File: config.mk
export PLATFORM = sky130hd
export DESIGN_NAME = instr_fetch_unit_flat
export DESIGN_NICKNAME = d
export VERILOG_FILES = /design/src/rtl/instr_fetch_unit_if.sv /design/src/rtl/instr_fetch_unit.sv /design/src/flat_wrapper.sv
export SDC_FILE = /design/constraint.sdc
export NUM_CORES = 1
export LEC_CHECK = 0
export CORE_ASPECT_RATIO = 0.75
export CORE_MARGIN = 2
export CORE_UTILIZATION = 45
export CTS_CLUSTER_SIZE = 28
export DETAILED_ROUTE_END_ITERATION = 10
export HOLD_SLACK_MARGIN = 0.1
export PLACE_DENSITY = 0.79
export SLEW_MARGIN = 30
export SYNTH_ARGS = -nofsm -noshare
export SYNTH_HDL_FRONTEND = slang
export SYNTH_SLANG_ARGS = --single-unit
File: constraint.sdc
create_clock -name CLK -period 7.1 [get_ports CLK]
set_input_delay 1.065 -clock CLK [delete_from_list [all_inputs] [get_ports CLK]]
set_output_delay 1.065 -clock CLK [all_outputs]
set_load 0.05 [all_outputs]
File: src/rtl/instr_fetch_unit_if.sv
// +--------------------------------------------------------------------------+
// | Module  : instr_fetch_unit_if                                            |
// | Brief   : Fetch bus (instruction memory + decode handshake) bundle.      |
// | Rev     : 1.0  initial release                                           |
// +--------------------------------------------------------------------------+
`default_nettype none

interface instr_fetch_unit_if #(
    parameter int PC_W    = 64,
    parameter int INSTR_W = 32
);
    logic               imem_req;
    logic [PC_W-1:0]    imem_addr;
    logic               imem_ready;
    logic [INSTR_W-1:0] imem_rdata;
    logic [INSTR_W-1:0] instr;
    logic [10:0]        opcode;
    logic               instr_valid;
    logic               instr_ack;
    logic               branch;
    logic               uncond_branch;
    logic               zero;
    logic [PC_W-1:0]    branch_off;
    logic [PC_W-1:0]    pc;

    // master: the fetch unit; slave: memory and decode as seen by it
    modport master (
        output imem_req, imem_addr, instr, opcode, instr_valid, pc,
        input  imem_ready, imem_rdata, instr_ack, branch, uncond_branch, zero, branch_off
    );

    modport slave (
        input  imem_req, imem_addr, instr, opcode, instr_valid, pc,
        output imem_ready, imem_rdata, instr_ack, branch, uncond_branch, zero, branch_off
    );
endinterface

`default_nettype wire

File: src/rtl/instr_fetch_unit.sv
// +--------------------------------------------------------------------------+
// | Module  : instr_fetch_unit                                               |
// | Brief   : PC holder and variable-latency instruction fetch for decode.   |
// |           Define FETCH_PERF_CNT_EN to add instr_cnt / taken_cnt outputs. |
// | Rev     : 1.0  initial release                                           |
// +--------------------------------------------------------------------------+
`default_nettype none

module instr_fetch_unit #(
    parameter int              PC_W     = 64,
    parameter int              INSTR_W  = 32,
    parameter logic [PC_W-1:0] RESET_PC = '0
`ifdef FETCH_PERF_CNT_EN
    ,
    parameter int              CNT_W    = 32
`endif
) (
    input  wire logic              CLK,
    input  wire logic              resetl,
    instr_fetch_unit_if.master     bus
`ifdef FETCH_PERF_CNT_EN
    ,
    output logic [CNT_W-1:0]       instr_cnt,
    output logic [CNT_W-1:0]       taken_cnt
`endif
);

    typedef enum logic [1:0] {
        S_IDLE  = 2'd0,
        S_REQ   = 2'd1,
        S_VALID = 2'd2
    } state_t;

    state_t             r_state;
    state_t             w_state_nxt;
    logic [PC_W-1:0]    r_pc;
    logic [PC_W-1:0]    w_pc_nxt;
    logic [INSTR_W-1:0] r_instr;
    logic [INSTR_W-1:0] w_instr_nxt;
    logic               r_valid;
    logic               w_valid_nxt;
    logic [PC_W-1:0]    w_branch_tgt;

    // Top two offset bits fall off the shift; the add wraps modulo 2^PC_W.
    assign w_branch_tgt = r_pc + (bus.branch_off << 2);

    always_ff @(posedge CLK or negedge resetl) begin
        if (!resetl) begin
            r_state <= S_IDLE;
            r_pc    <= RESET_PC;
            r_instr <= '0;
            r_valid <= 1'b0;
        end else begin
            r_state <= w_state_nxt;
            r_pc    <= w_pc_nxt;
            r_instr <= w_instr_nxt;
            r_valid <= w_valid_nxt;
        end
    end

    always_comb begin
        w_state_nxt = r_state;
        w_pc_nxt    = r_pc;
        w_instr_nxt = r_instr;
        w_valid_nxt = r_valid;
        case (r_state)
            S_IDLE: begin
                w_state_nxt = S_REQ;
            end
            S_REQ: begin
                if (bus.imem_ready) begin
                    w_instr_nxt = bus.imem_rdata;
                    w_valid_nxt = 1'b1;
                    w_state_nxt = S_VALID;
                end
            end
            S_VALID: begin
                if (bus.instr_ack) begin
                    w_valid_nxt = 1'b0;
                    w_state_nxt = S_REQ;
                    // Nested if/else keeps an unknown branch away from pc when B is taken.
                    if (bus.uncond_branch) begin
                        w_pc_nxt = w_branch_tgt;
                    end else if (bus.branch && bus.zero) begin
                        w_pc_nxt = w_branch_tgt;
                    end else begin
                        w_pc_nxt = r_pc + PC_W'(4);
                    end
                end
            end
            default: begin
                w_state_nxt = S_IDLE;
            end
        endcase
    end

    assign bus.imem_req    = (r_state == S_REQ);
    assign bus.imem_addr   = r_pc;
    assign bus.pc          = r_pc;
    assign bus.instr       = r_instr;
    assign bus.opcode      = r_instr[31:21];
    assign bus.instr_valid = r_valid;

`ifdef FETCH_PERF_CNT_EN
    logic w_ack_fire;
    logic w_taken;

    assign w_ack_fire = (r_state == S_VALID) && bus.instr_ack;
    assign w_taken    = w_ack_fire && (bus.uncond_branch || (bus.branch && bus.zero));

    always_ff @(posedge CLK or negedge resetl) begin
        if (!resetl) begin
            instr_cnt <= '0;
            taken_cnt <= '0;
        end else begin
            if (w_ack_fire) begin
                instr_cnt <= instr_cnt + CNT_W'(1);
            end
            if (w_taken) begin
                taken_cnt <= taken_cnt + CNT_W'(1);
            end
        end
    end
`endif

endmodule

`default_nettype wire

File: src/flat_wrapper.sv
// flat-port wrapper written by rule: the top's interface ports become plain ports
module instr_fetch_unit_flat 
#(
    parameter int              PC_W     = 64,
    parameter int              INSTR_W  = 32,
    parameter logic [PC_W-1:0] RESET_PC = '0

)
  (CLK, resetl, bus_imem_req, bus_imem_addr, bus_instr, bus_opcode, bus_instr_valid, bus_pc, bus_imem_ready, bus_imem_rdata, bus_instr_ack, bus_branch, bus_uncond_branch, bus_zero, bus_branch_off);
  instr_fetch_unit_if #(.PC_W(PC_W), .INSTR_W(INSTR_W)) bus_i ();
  input  wire logic CLK;
  input  wire logic resetl;
  output wire logic [$bits(bus_i.imem_req)-1:0] bus_imem_req;
  output wire logic [$bits(bus_i.imem_addr)-1:0] bus_imem_addr;
  output wire logic [$bits(bus_i.instr)-1:0] bus_instr;
  output wire logic [$bits(bus_i.opcode)-1:0] bus_opcode;
  output wire logic [$bits(bus_i.instr_valid)-1:0] bus_instr_valid;
  output wire logic [$bits(bus_i.pc)-1:0] bus_pc;
  input wire logic [$bits(bus_i.imem_ready)-1:0] bus_imem_ready;
  input wire logic [$bits(bus_i.imem_rdata)-1:0] bus_imem_rdata;
  input wire logic [$bits(bus_i.instr_ack)-1:0] bus_instr_ack;
  input wire logic [$bits(bus_i.branch)-1:0] bus_branch;
  input wire logic [$bits(bus_i.uncond_branch)-1:0] bus_uncond_branch;
  input wire logic [$bits(bus_i.zero)-1:0] bus_zero;
  input wire logic [$bits(bus_i.branch_off)-1:0] bus_branch_off;
  assign bus_imem_req = bus_i.imem_req;
  assign bus_imem_addr = bus_i.imem_addr;
  assign bus_instr = bus_i.instr;
  assign bus_opcode = bus_i.opcode;
  assign bus_instr_valid = bus_i.instr_valid;
  assign bus_pc = bus_i.pc;
  assign bus_i.imem_ready = bus_imem_ready;
  assign bus_i.imem_rdata = bus_imem_rdata;
  assign bus_i.instr_ack = bus_instr_ack;
  assign bus_i.branch = bus_branch;
  assign bus_i.uncond_branch = bus_uncond_branch;
  assign bus_i.zero = bus_zero;
  assign bus_i.branch_off = bus_branch_off;
  instr_fetch_unit #(.PC_W(PC_W), .INSTR_W(INSTR_W), .RESET_PC(RESET_PC)) u_core (.CLK(CLK), .resetl(resetl), .bus(bus_i));
endmodule
* After elaboration in Yosys (flattened, before gate mapping) *
Index checks and enable logic that the tools add are counted.

operators by class
  equality and inequality tests = 4
  muxes and demuxes = 8
  reduce and logical (&&, ||, !) cells = 7
  add/sub/neg operators = 2

operator list
  kind                     count
  $mux W64                 2
  $add A64 B3 Y64 const B  1
  $add A64 B64 Y64         1
  $pmux W2 S3              1
  $reduce_and A2 Y1        3
  $mux W2                  2
  $reduce_and A3 Y1        1
  $eq A2 B1 Y1 const B     1
  $eq A2 B2 Y1 const B     1
  $logic_not A2 Y1         1
  $mux W1                  2
  $ne A2 B1 Y1 const B     1
  $ne A2 B2 Y1 const B     1
  $pmux W1 S2              1
  $reduce_bool A2 Y1       1
  $logic_and A1 B1 Y1      1

storage, ports and cells
  logic and storage cells = 25
  input port bits = 103
  flip-flop bits (word level) = 99
  output and inout bits = 173

* Logic depth before layout (Yosys ltp) *
  word-level depth = 3
  mapped depth = 12

* Least setup slack after synthesis *
OpenSTA, ideal clock, no wires.

  kind = input to register
  start point = in bus_branch_off[38]
  end point = reg u_core.r_pc[55], in the netlist u_core.bus.imem_addr[55]
  setup time = 0.080 ns
  data arrival time = 3.385 ns
  stages = 12
  data required time = 7.020 ns
  setup slack = 3.635 ns
  cells stage by stage = ha_1 buf_6 a21o_1 a21o_1 a221o_1 a221o_1 a31oi_2 o41ai_4 a21oi_2 mux2i_1 a21oi_1 nor3_2

between the ends
  word-level cells in the longest chain between the ends = 3

ends and longest elaborated chain
  item                    RTL line                source
  start: declaration      flat_wrapper.sv:25      input wire logic [$bits(bus_i.branch_off)-1:0] bus_branch_off;
  $add A64 B64 Y64 *      instr_fetch_unit.sv:45  assign w_branch_tgt = r_pc + (bus.branch_off << 2);
  $mux W64                instr_fetch_unit.sv:84  end else if (bus.branch && bus.zero) begin
  $mux W64 *              instr_fetch_unit.sv:82  if (bus.uncond_branch) begin
  end signal: assignment  instr_fetch_unit.sv:55  r_pc <= w_pc_nxt;
  end: declaration        instr_fetch_unit.sv:36  logic [PC_W-1:0] r_pc;

Every way passes the cells marked *; elsewhere a longest branch is shown, timed or not.
A chain may end at the register's enable or synchronous reset.

* Final worst setup path *
  start point = in bus_branch_off[0]
  end point = reg u_core.r_pc[62], in the netlist u_core.bus.imem_addr[62]

Same word-level chain as after synthesis.

==> impl_metrics.yaml <==
sta:
  relSlewSlack_pct: 33.2
  slew_viol_final: 0
  setup_tns_ps: 0
  rsz0062_at_grt: "no"
  clock.fmax_ghz: 0.246
  finalSetupViolations: 0
  fin_crit_ps: 4060
  worst_slew_pin_slew_ps: 999
  hold_viol_final: 0
  period_share_pct: 57.2
  fin_skew_ps: 10.8
floorplanning:
  die_x_um: 171
  fp.dieArea_um2: 22000
  initial_core_util_pct: 46.1
  ios: 276
  fp-row-count: 45
  coreArea_um2: 20300
  chipHeight_um: 129
synth:
  synth.distinct_cells: 76
  synth_adder_area_share_pct: 8.49
  ys_top_cells_by_area: "dfrtp_1 26%, a21oi_1 8.7%, ha_1 8.3%"
  synth-edff-count: 0
  synth-compound-area-share_pct: 27.6
  yosys.area_share.xor_xnor_pct: 4.86
  yosysMostFrequentCell: "a21oi_1"
  yosys_warnings: 0
  postSynthCellCount: 1174
  synth_top_family_by_area: "compound AO/OA/AOI/OAI gates"
  async_reset_ff_share_pct: 100
  netlist_area_um2: 9370
  synth_top_area_share_pct: 25.9
  synth_common_cells: "162 x a21oi_1, 113 x nand2_1, 97 x dfrtp_1, 83 x nor2_1, 78 x buf_4"
  synth_top_area_cell: "dfrtp_1"
  yosysSeqAreaShare_pct: 25.9
  ys_seq_elements: 97
  synth_mux_area_share_pct: 4.62
  yosys_most_used_dff: "dfrtp_1"
  syn_area_per_cell_um2: 7.98
  synth_simple_gate_area_share_pct: 19.2
route:
  detail_route.wl_per_cell_um: 18.8
  antenna_left: 0
  viasPerCell: 6.01
  drc_errors: 0
  first_pass_iters: 6
  drtIter0Drc: 1100
  routed_wl_um: 30400
  vias: 9744
grt:
  grt_max_degree: 63
  grt_pass1_vias: 9020
  track_usage_pct: 27.3
  antenna_found_initial: 1
  gr-total-overflow: 0
  grt_pass1_wl_um: 47400
cells_and_area:
  antennaDiodeCount: 0
  final_util_pct: 59.1
  finalNetCount: 1500
  drive_gt1_share_pct: 6.95
  n_fill_cell: 1805
  area_growth_pct: 28.2
cts:
  clock_latency_ps: 370
  root_buffer: "clkbuf_16"
  clockBufferDepth: 2
  cts_tree: "built"
  clk_pin_slew_worst_paths_ps: 80
  cts_buffers: 9
  holdBufCountCts: 0
  clock-sinks: 97
  post_cts_buffers: 0
  htree_levels: 3
  cts.repair.resized: 0
run:
  cap_violations: 0
setup_path:
  critical_path_peak_fanout: 3
  path_class: "input pin to flop"
  crit_arrival_ps: 4270
  crit_path_end_kind: "flop"
  reg2reg_slack_ps: 3630
  critPathLaunchType: "input pin"
  required_ps: 7310
placement:
  dp_hpwl_um: 22600
  gp_congestion: 0.951
  numPortBuffers: 269
status:
  status: "finished clean"
hold_path:
  min_path_type: "flop to flop"
[path summary, 6_finish.rpt]
| check | from | end | cells after the start |
|---|---|---|---|
| worst max-delay path | bus_branch_off[0] | u_core.bus.imem_addr[62] | 13 |
| worst min-delay path | u_core.r_state[1] | u_core.r_state[0] | 1 |
| worst max register to register | u_core.bus.imem_addr[2] | u_core.bus.imem_addr[62] | 12 |
| worst min register to register | u_core.r_state[1] | u_core.r_state[0] | 1 |
| max in group asynchronous | resetl | u_core.bus.imem_addr[31] | 2 |
| min in group asynchronous | resetl | u_core.bus.instr[23] | 1 |
[cell usage in the layout (no fill, tap or decap), drive strengths merged, types with 10 or more instances in the layout]
cell           instances
a21o                  43
a21oi                163
a31oi                 12
and2                  10
and3                  13
clkdlybuf4s50        268
dfrtp                 97
ha                    62
inv                   25
mux2                  34
nand2                113
nand3                 52
nand4                 33
nor2                  83
nor3                  25
nor4                  11
o211ai                11
o21a                  12
o21ai                 82
o21bai                18
o22ai                 16
o31ai                 10
xnor2                 30
xor2                  22
[cells by family after synthesis]
family	Yosys count
muxes	39
other	1
DFF	97
xor gates and xnor gates	52
and+or+nand+nor	359
adders and majority gates	63
buffers and inverters	152
AOI/OAI and AO/OA	411
[through the flow]
| step | cells | worst slack, ps | instance area [um^2] | hold slack (ps) |
|---|---|---|---|---|
| 6_report | 1621 | 3040 | 12000 | 492 |
| 5_1_grt | 1621 | 2760 | 12000 | 511 |
| 4_1_cts | 1621 | 3100 | 12000 | 494 |
| 3_5_place_dp | 1605 | 2740 | 11700 | 474 |
| 3_3_place_gp | 1605 | 2740 | 11700 | 463 |
| 2_1_floorplan | 1177 | 3630 | 9380 | 451 |
[sequential cells by signal (all words and copies together), names as in the netlist]
| signal | cells |
|---|---|
| u_core.bus.instr_valid | 1 |
| u_core.r_state | 2 |
| u_core.bus.instr | 32 |
| u_core.bus.imem_addr | 62 |
[final cells by class]
cell class              instances  area [um^2]  share of cell area, %
multi-input cells             928         6100                   50.8
repair buffers                276         2740                   22.8
flip-flops and latches         97         2430                   20.2
well taps                     282          353                   2.94
clock buffers                   9          225                   1.88
inverters                      22         82.6                  0.688
clock inverters                 7         81.3                  0.677
[critical path, cell delays in order]
cell	delay, ps
clkdlybuf4s50_1	410
ha_1	240
fa_1	430
a211oi_1	320
o211ai_1	200
a2bb2oi_1	360
o211ai_2	190
nand3_1	170
a211o_1	180
nand3_1	180
a31oi_1	270
xor2_1	190
o21ai_1	80
[per-layer routing]
metal  vias up  global-route usage, %  share of wire [%]
li1       4581                      -                  -
met1      4549                   37.7                 43
met2       566                   42.5                 44
met3        48                   6.83                 11
met4         0                   7.39                1.8
met5         -                      0                  0
Power is left out: the tool's default activity adds up to more than one toggle a clock period on the data nets, which glitch-free logic cannot reach.
